<file path="config.mk">
export PLATFORM = sky130hd
export DESIGN_NAME = register_file_rename_flat
export DESIGN_NICKNAME = d
export VERILOG_FILES = /design/src/rtl/register_file_rename_if.sv /design/src/rtl/register_file_rename.sv /design/src/flat_wrapper.sv
export SDC_FILE = /design/constraint.sdc
export NUM_CORES = 2
export LEC_CHECK = 0
export BUFFER_PORTS_ARGS = -buffer_cell sky130_fd_sc_hd__buf_2
export CELL_PAD_IN_SITES_DETAIL_PLACEMENT = 1
export CELL_PAD_IN_SITES_GLOBAL_PLACEMENT = 1
export CORE_MARGIN = 2
export CORE_UTILIZATION = 58
export DETAILED_ROUTE_END_ITERATION = 7
export PLACE_DENSITY_LB_ADDON = 0.1
export SLEW_MARGIN = 10
export SYNTH_ARGS = -nofsm -noshare
export SYNTH_HDL_FRONTEND = slang
export SYNTH_SLANG_ARGS = --single-unit
</file>
<file path="constraint.sdc">
create_clock -name clk_in -period 36.5 [get_ports clk_in]
set_input_delay 10.95 -clock clk_in [delete_from_list [all_inputs] [get_ports clk_in]]
set_output_delay 10.95 -clock clk_in [all_outputs]
set_load 0.05 [all_outputs]
</file>
<file path="src/rtl/register_file_rename_if.sv">
// Bundle of rename-table request, commit and read-back signals.
// The slave modport is the register file; the master modport is the pipeline driving it.
interface register_file_rename_if #(
    parameter int XLEN      = 32,
    parameter int REG_COUNT = 32,
    parameter int ROB_WIDTH = 4
);
    localparam int RID_W = $clog2(REG_COUNT);
    localparam int CNT_W = RID_W + 1;

    logic                 rdy_in;
    logic                 issue_in;
    logic [RID_W-1:0]     rs1_id;
    logic [RID_W-1:0]     rs2_id;
    logic [XLEN-1:0]      rs1_value;
    logic [XLEN-1:0]      rs2_value;
    logic [ROB_WIDTH-1:0] rs1_tag;
    logic [ROB_WIDTH-1:0] rs2_tag;
    logic                 rs1_valid;
    logic                 rs2_valid;
    logic [RID_W-1:0]     rd_id;
    logic [ROB_WIDTH-1:0] rd_tag;
    logic                 commit_in;
    logic [RID_W-1:0]     commit_rd_id;
    logic [ROB_WIDTH-1:0] commit_tag;
    logic [XLEN-1:0]      commit_value;
    logic                 flush_in;
    logic [CNT_W-1:0]     pending_cnt;

    modport master (
        output rdy_in, issue_in, rs1_id, rs2_id, rd_id, rd_tag,
               commit_in, commit_rd_id, commit_tag, commit_value, flush_in,
        input  rs1_value, rs2_value, rs1_tag, rs2_tag, rs1_valid, rs2_valid, pending_cnt
    );

    modport slave (
        input  rdy_in, issue_in, rs1_id, rs2_id, rd_id, rd_tag,
               commit_in, commit_rd_id, commit_tag, commit_value, flush_in,
        output rs1_value, rs2_value, rs1_tag, rs2_tag, rs1_valid, rs2_valid, pending_cnt
    );
endinterface

</file>
<file path="src/rtl/register_file_rename.sv">
// Architectural register file with per-register rename tags and ready bits.
// Commits are forwarded to same-cycle reads; flush marks every register ready again.
module register_file_rename #(
    parameter int XLEN      = 32,
    parameter int REG_COUNT = 32,
    parameter int ROB_WIDTH = 4
) (
    input logic                   clk_in,
    input logic                   rst_in,
    register_file_rename_if.slave bus
);
    localparam int RID_W = $clog2(REG_COUNT);
    localparam int CNT_W = RID_W + 1;

    logic [XLEN-1:0]      value_q [REG_COUNT];
    logic [ROB_WIDTH-1:0] tag_q   [REG_COUNT];
    logic [REG_COUNT-1:0] valid_q;
    logic [CNT_W-1:0]     pending_q;

    logic                 rename_hit;
    logic                 commit_hit;
    logic [REG_COUNT-1:0] valid_next;
    logic [CNT_W-1:0]     pending_next;
    logic                 match1;
    logic                 match2;

    always_comb begin
        rename_hit = bus.issue_in && bus.rdy_in && (bus.rd_id != '0) && !bus.flush_in;
        commit_hit = bus.commit_in && (bus.commit_rd_id != '0);
        valid_next = valid_q;
        if (bus.flush_in) begin
            valid_next = '1;
        end else begin
            // A same-cycle rename of the committing register keeps it pending.
            if (commit_hit && !valid_q[bus.commit_rd_id]
                && (tag_q[bus.commit_rd_id] == bus.commit_tag)
                && !(rename_hit && (bus.rd_id == bus.commit_rd_id)))
                valid_next[bus.commit_rd_id] = 1'b1;
            if (rename_hit)
                valid_next[bus.rd_id] = 1'b0;
        end
        valid_next[0] = 1'b1;
        pending_next = '0;
        for (int i = 0; i < REG_COUNT; i++) begin
            if (!valid_next[i])
                pending_next = pending_next + CNT_W'(1);
        end
    end

    always_comb begin
        match1 = bus.commit_in && !valid_q[bus.rs1_id]
                 && (tag_q[bus.rs1_id] == bus.commit_tag) && (bus.rs1_id != '0);
        match2 = bus.commit_in && !valid_q[bus.rs2_id]
                 && (tag_q[bus.rs2_id] == bus.commit_tag) && (bus.rs2_id != '0);

        if (bus.rs1_id == '0) begin
            bus.rs1_value = '0;
            bus.rs1_tag   = '0;
            bus.rs1_valid = 1'b1;
        end else begin
            bus.rs1_value = match1 ? bus.commit_value : value_q[bus.rs1_id];
            bus.rs1_tag   = tag_q[bus.rs1_id];
            bus.rs1_valid = match1 | valid_q[bus.rs1_id];
        end

        if (bus.rs2_id == '0) begin
            bus.rs2_value = '0;
            bus.rs2_tag   = '0;
            bus.rs2_valid = 1'b1;
        end else begin
            bus.rs2_value = match2 ? bus.commit_value : value_q[bus.rs2_id];
            bus.rs2_tag   = tag_q[bus.rs2_id];
            bus.rs2_valid = match2 | valid_q[bus.rs2_id];
        end
    end

    assign bus.pending_cnt = pending_q;

    always_ff @(posedge clk_in) begin
        if (!rst_in) begin
            for (int i = 0; i < REG_COUNT; i++) begin
                value_q[i] <= '0;
                tag_q[i]   <= '0;
            end
            valid_q   <= '1;
            pending_q <= '0;
        end else if (bus.rdy_in) begin
            if (commit_hit)
                value_q[bus.commit_rd_id] <= bus.commit_value;
            if (rename_hit)
                tag_q[bus.rd_id] <= bus.rd_tag;
            valid_q   <= valid_next;
            pending_q <= pending_next;
        end
    end
endmodule
</file>
<file path="src/flat_wrapper.sv">
// flat-port wrapper written by rule: the top's interface ports become plain ports
module register_file_rename_flat 
#(
    parameter int XLEN      = 32,
    parameter int REG_COUNT = 32,
    parameter int ROB_WIDTH = 4
)
  (clk_in, rst_in, bus_rdy_in, bus_issue_in, bus_rs1_id, bus_rs2_id, bus_rd_id, bus_rd_tag, bus_commit_in, bus_commit_rd_id, bus_commit_tag, bus_commit_value, bus_flush_in, bus_rs1_value, bus_rs2_value, bus_rs1_tag, bus_rs2_tag, bus_rs1_valid, bus_rs2_valid, bus_pending_cnt);
  register_file_rename_if #(.XLEN(XLEN), .REG_COUNT(REG_COUNT), .ROB_WIDTH(ROB_WIDTH)) bus_i ();
  input logic clk_in;
  input logic rst_in;
  input wire logic [$bits(bus_i.rdy_in)-1:0] bus_rdy_in;
  input wire logic [$bits(bus_i.issue_in)-1:0] bus_issue_in;
  input wire logic [$bits(bus_i.rs1_id)-1:0] bus_rs1_id;
  input wire logic [$bits(bus_i.rs2_id)-1:0] bus_rs2_id;
  input wire logic [$bits(bus_i.rd_id)-1:0] bus_rd_id;
  input wire logic [$bits(bus_i.rd_tag)-1:0] bus_rd_tag;
  input wire logic [$bits(bus_i.commit_in)-1:0] bus_commit_in;
  input wire logic [$bits(bus_i.commit_rd_id)-1:0] bus_commit_rd_id;
  input wire logic [$bits(bus_i.commit_tag)-1:0] bus_commit_tag;
  input wire logic [$bits(bus_i.commit_value)-1:0] bus_commit_value;
  input wire logic [$bits(bus_i.flush_in)-1:0] bus_flush_in;
  output wire logic [$bits(bus_i.rs1_value)-1:0] bus_rs1_value;
  output wire logic [$bits(bus_i.rs2_value)-1:0] bus_rs2_value;
  output wire logic [$bits(bus_i.rs1_tag)-1:0] bus_rs1_tag;
  output wire logic [$bits(bus_i.rs2_tag)-1:0] bus_rs2_tag;
  output wire logic [$bits(bus_i.rs1_valid)-1:0] bus_rs1_valid;
  output wire logic [$bits(bus_i.rs2_valid)-1:0] bus_rs2_valid;
  output wire logic [$bits(bus_i.pending_cnt)-1:0] bus_pending_cnt;
  assign bus_i.rdy_in = bus_rdy_in;
  assign bus_i.issue_in = bus_issue_in;
  assign bus_i.rs1_id = bus_rs1_id;
  assign bus_i.rs2_id = bus_rs2_id;
  assign bus_i.rd_id = bus_rd_id;
  assign bus_i.rd_tag = bus_rd_tag;
  assign bus_i.commit_in = bus_commit_in;
  assign bus_i.commit_rd_id = bus_commit_rd_id;
  assign bus_i.commit_tag = bus_commit_tag;
  assign bus_i.commit_value = bus_commit_value;
  assign bus_i.flush_in = bus_flush_in;
  assign bus_rs1_value = bus_i.rs1_value;
  assign bus_rs2_value = bus_i.rs2_value;
  assign bus_rs1_tag = bus_i.rs1_tag;
  assign bus_rs2_tag = bus_i.rs2_tag;
  assign bus_rs1_valid = bus_i.rs1_valid;
  assign bus_rs2_valid = bus_i.rs2_valid;
  assign bus_pending_cnt = bus_i.pending_cnt;
  register_file_rename #(.XLEN(XLEN), .REG_COUNT(REG_COUNT), .ROB_WIDTH(ROB_WIDTH)) u_core (.clk_in(clk_in), .rst_in(rst_in), .bus(bus_i));
endmodule
</file>
==> run metrics <==
run status complete, no violations; area of the core between 100000 and 150000 um^2; area taken by multi-input logic gates 33600 um^2; setup repair after global routing missed its margin no; most prevalent standard cell on the critical path ha_1; via count of the first global-routing pass 50400; CP max stage delay ~0.64 ns; Ys Warns 0; TritonCTS clock tree done; share of cells above drive strength 1 a little over a quarter; number of pins with negative max-slew slack in the final report 0; number of enable flip-flop cells after synthesis approximately 1200; ANT nets after route 0; share of the clock period used by the worst path between 80 and 90%; die height 352 um; number of cells in the design after placement 6337; total power consumption of the routed design 0.00345 W; Setup violations, final 0; final instance count without filler cells roughly 6600; power per cell area 44.9 nW/um^2; wire length of the first global-routing pass 370000 um; final routed wire length divided by cell count 39.7 um; register cell area after layout 35300 um^2; clock network latency to the later pin of the worst-skew pair 0.78 ns; post-synthesis sequential element count 1189; Post-layout nets around 5000; top_reg_cell synth edfxtp_1; CTS-repair resized insts 0; Max Fclk 0.0327 GHz; clk root buf clkbuf_16; Vias per Instance 7.53; worst hold-check path type reg -> reg; cell at the slowest stage of the critical path buf_4; initial antenna violation count 32; # Max-Cap Violations 0; setup TNS 0 ns; floorplan die area between 100000 and 150000 um^2; Initial Util 58.5%; classification of the worst setup path in -> reg; final WL between 200000 and 300000 um; number of buffers inserted during clock tree synthesis about 130; pin count of the biggest net entering global routing 104; worst-case clock buffer depth 3; static leakage roughly 27 nW; count of buffers inserted at the top-level ports 145; fraction of synthesis flops using an asynchronous set or reset pin 0%; number of sinks handled by clock tree synthesis 1189; CP delay by family, top compound AO/OA/AOI/OAI gates; crit end category register; Site Rows 127; post-synthesis area per instance 14.3 um^2; number of top-level pins 146; area delta synth->final 9.54%; DRC violation count after routing 0; count of hold-fix buffers inserted at cts 0; clock-pin slew reported for the worst setup and hold paths after clock tree synthesis around 0.050 ns; data arrival at the endpoint of the critical path between 30 and 40 ns; Worst slew margin 15.5%; proportion of synthesized chip area in sequential cells 50.3%; Hold Vio Cnt, Final 0; half-perimeter wire length of the detailed placement result 152000 um; clk_skew ~0.026 ns; synthesized instance count 4910; count of TritonRoute iterations in the first routing pass 6; number of unique standard cell types used by synthesis between 90 and 100; buffer and inverter count on the worst path 8; H-tree Lvls 4; maximum fanout count along the critical path 40; number of DRC violations after detailed-routing iteration 0 ~8600; Total Routing Usage GR 42.8%; fill cell count 10800; die outline width about 350 um; combined area of all synthesized cells around 70000 um^2; total number of vias 49600; final critical delay including setup and external delays ~31 ns; number of post-CTS setup repair buffers 0; peak ir drop on the vdd network 0.0000547 V; RePlAce Congestion 0.965; aggregate global routing overflow 0; transition at the pin with the smallest max-transition slack 1.27 ns; critical path launch point type input port; Critical Path RT ~37 ns
## path summary, 6_finish.rpt
kind,from,endpoint,slack (ns),cells after the start
setup / recovery,bus_commit_rd_id[0],u_core.bus.pending_cnt[1]$_SDFFE_PN0P_,5.89,97
hold / removal,u_core.bus.pending_cnt[4]$_SDFFE_PN0P_,u_core.bus.pending_cnt[4]$_SDFFE_PN0P_,0.51,2
setup reg to reg,u_core.tag_q[10][0]$_SDFFCE_PN0P_,u_core.bus.pending_cnt[1]$_SDFFE_PN0P_,16.68,95
hold reg to reg,u_core.bus.pending_cnt[4]$_SDFFE_PN0P_,u_core.bus.pending_cnt[4]$_SDFFE_PN0P_,0.51,2
## state kept, by name (all words and copies together) (netlist names)
name	flops
u_core.bus.pending_cnt	6
u_core.tag_q	128
u_core.valid_q	31
u_core.value_q	1024
## synth_stat cells (10+ instances only)
cell type  count  area, um^2
a31oi_1       10        62.6
nand2_1      174         653
a21oi_1       61         305
xor2_1        38         333
nor3_1        28         140
buf_2         15        75.1
nand2b_1      14        87.6
xnor2_1       93         815
a211oi_1      75         563
clkbuf_1     394        1480
and3_1        94         588
ha_1          29         363
mux4_2       745       16800
nor2_1       247         927
o21a_1        13        97.6
o22ai_1       32         200
dfxtp_1       37         741
o21ai_0       97         485
and2_1      1028        6430
edfxtp_1    1152       34600
nand3_1       30         150
nand3b_1      11        82.6
buf_1         66         248
mux2i_1      155        1550
nand4_1       18         113
inv_1         29         109
a31o_2        10        87.6
## routing by layer
metal | routed length, um | up-vias | global-route usage [%]
met3 | 37200 | 879 | 14.7
met2 | 119000 | 4177 | 64.1
met5 | 213 | - | 0.275
li1 | - | 18900 | -
met4 | 13000 | 26 | 20.8
met1 | 91500 | 25600 | 56.4
## power breakdown
group | internal, W | total [W] | switching [W]
Sequential | 0.00157 | 0.00162 | 0.0000473
Clock | 0.000747 | 0.00131 | 0.000564
Combinational | 0.000199 | 0.000524 | 0.000325
Total | 0.00251 | 0.00345 | 0.000936
## cells in the final DEF, fill, tap and decap left out, drive strengths merged, types with 11 or more instances in the layout
cell type     n
o21a         13
a21oi        62
mux2i       157
xor2         42
diode        23
dfxtp        37
nor2        247
nand3b       11
mux4        745
conb         36
nor3         29
and2       1028
xnor2       103
o21ai        99
nand4        18
o22ai        32
and3         94
nand2       174
clkbuf      161
inv          34
edfxtp     1152
nand3        31
bufinv       11
a211oi       76
buf         265
clkinv       51
nand2b       14
ha           29
## through the flow
step	instance area [um^2]	worst slack, ns	utilization [%]	hold slack (ns)
global placement	72800	6.10	60.6	0.483
global route	76800	4.38	64.1	0.532
floorplan	70300	8.94	-	0.487
detailed placement	72800	5.51	60.6	0.490
finish	76900	5.89	64.1	0.505
CTS	76800	6.20	64.0	0.502
## cell type report
cell class	count	area share [%]
flip-flops and latches	1189	46.0
inverters	34	0.168
repair buffers	265	2.22
well taps	1612	2.62
diodes	23	0.0749
clock inverters	66	0.788
multi-input cells	3237	43.7
clock buffers	161	4.49
## kinds of logic (layout without fill, tap and decap cells)
group / Yosys count / in the layout / share of synthesized area (%)
AOI/OAI and AO/OA: 381 / 381 / 3.59
xor gates and xnor gates: 157 / 157 / 2.40
adders and majority gates: 30 / 30 / 0.531
buffers and inverters: 519 / 526 / 2.87
DFF: 1189 / 1189 / 50.3
muxes: 907 / 907 / 26.2
other: 1 / 59 / 0.00534
and+or+nand+nor: 1726 / 1726 / 14.0
## tightest hold or removal path: cells and delay by family (launching register included)
kind,cells,cell delay (ns)
DFF,1,0.33
muxes,1,0.07
and+or+nand+nor,1,0.08
Note: power is estimated with default switching activity, not from simulation.
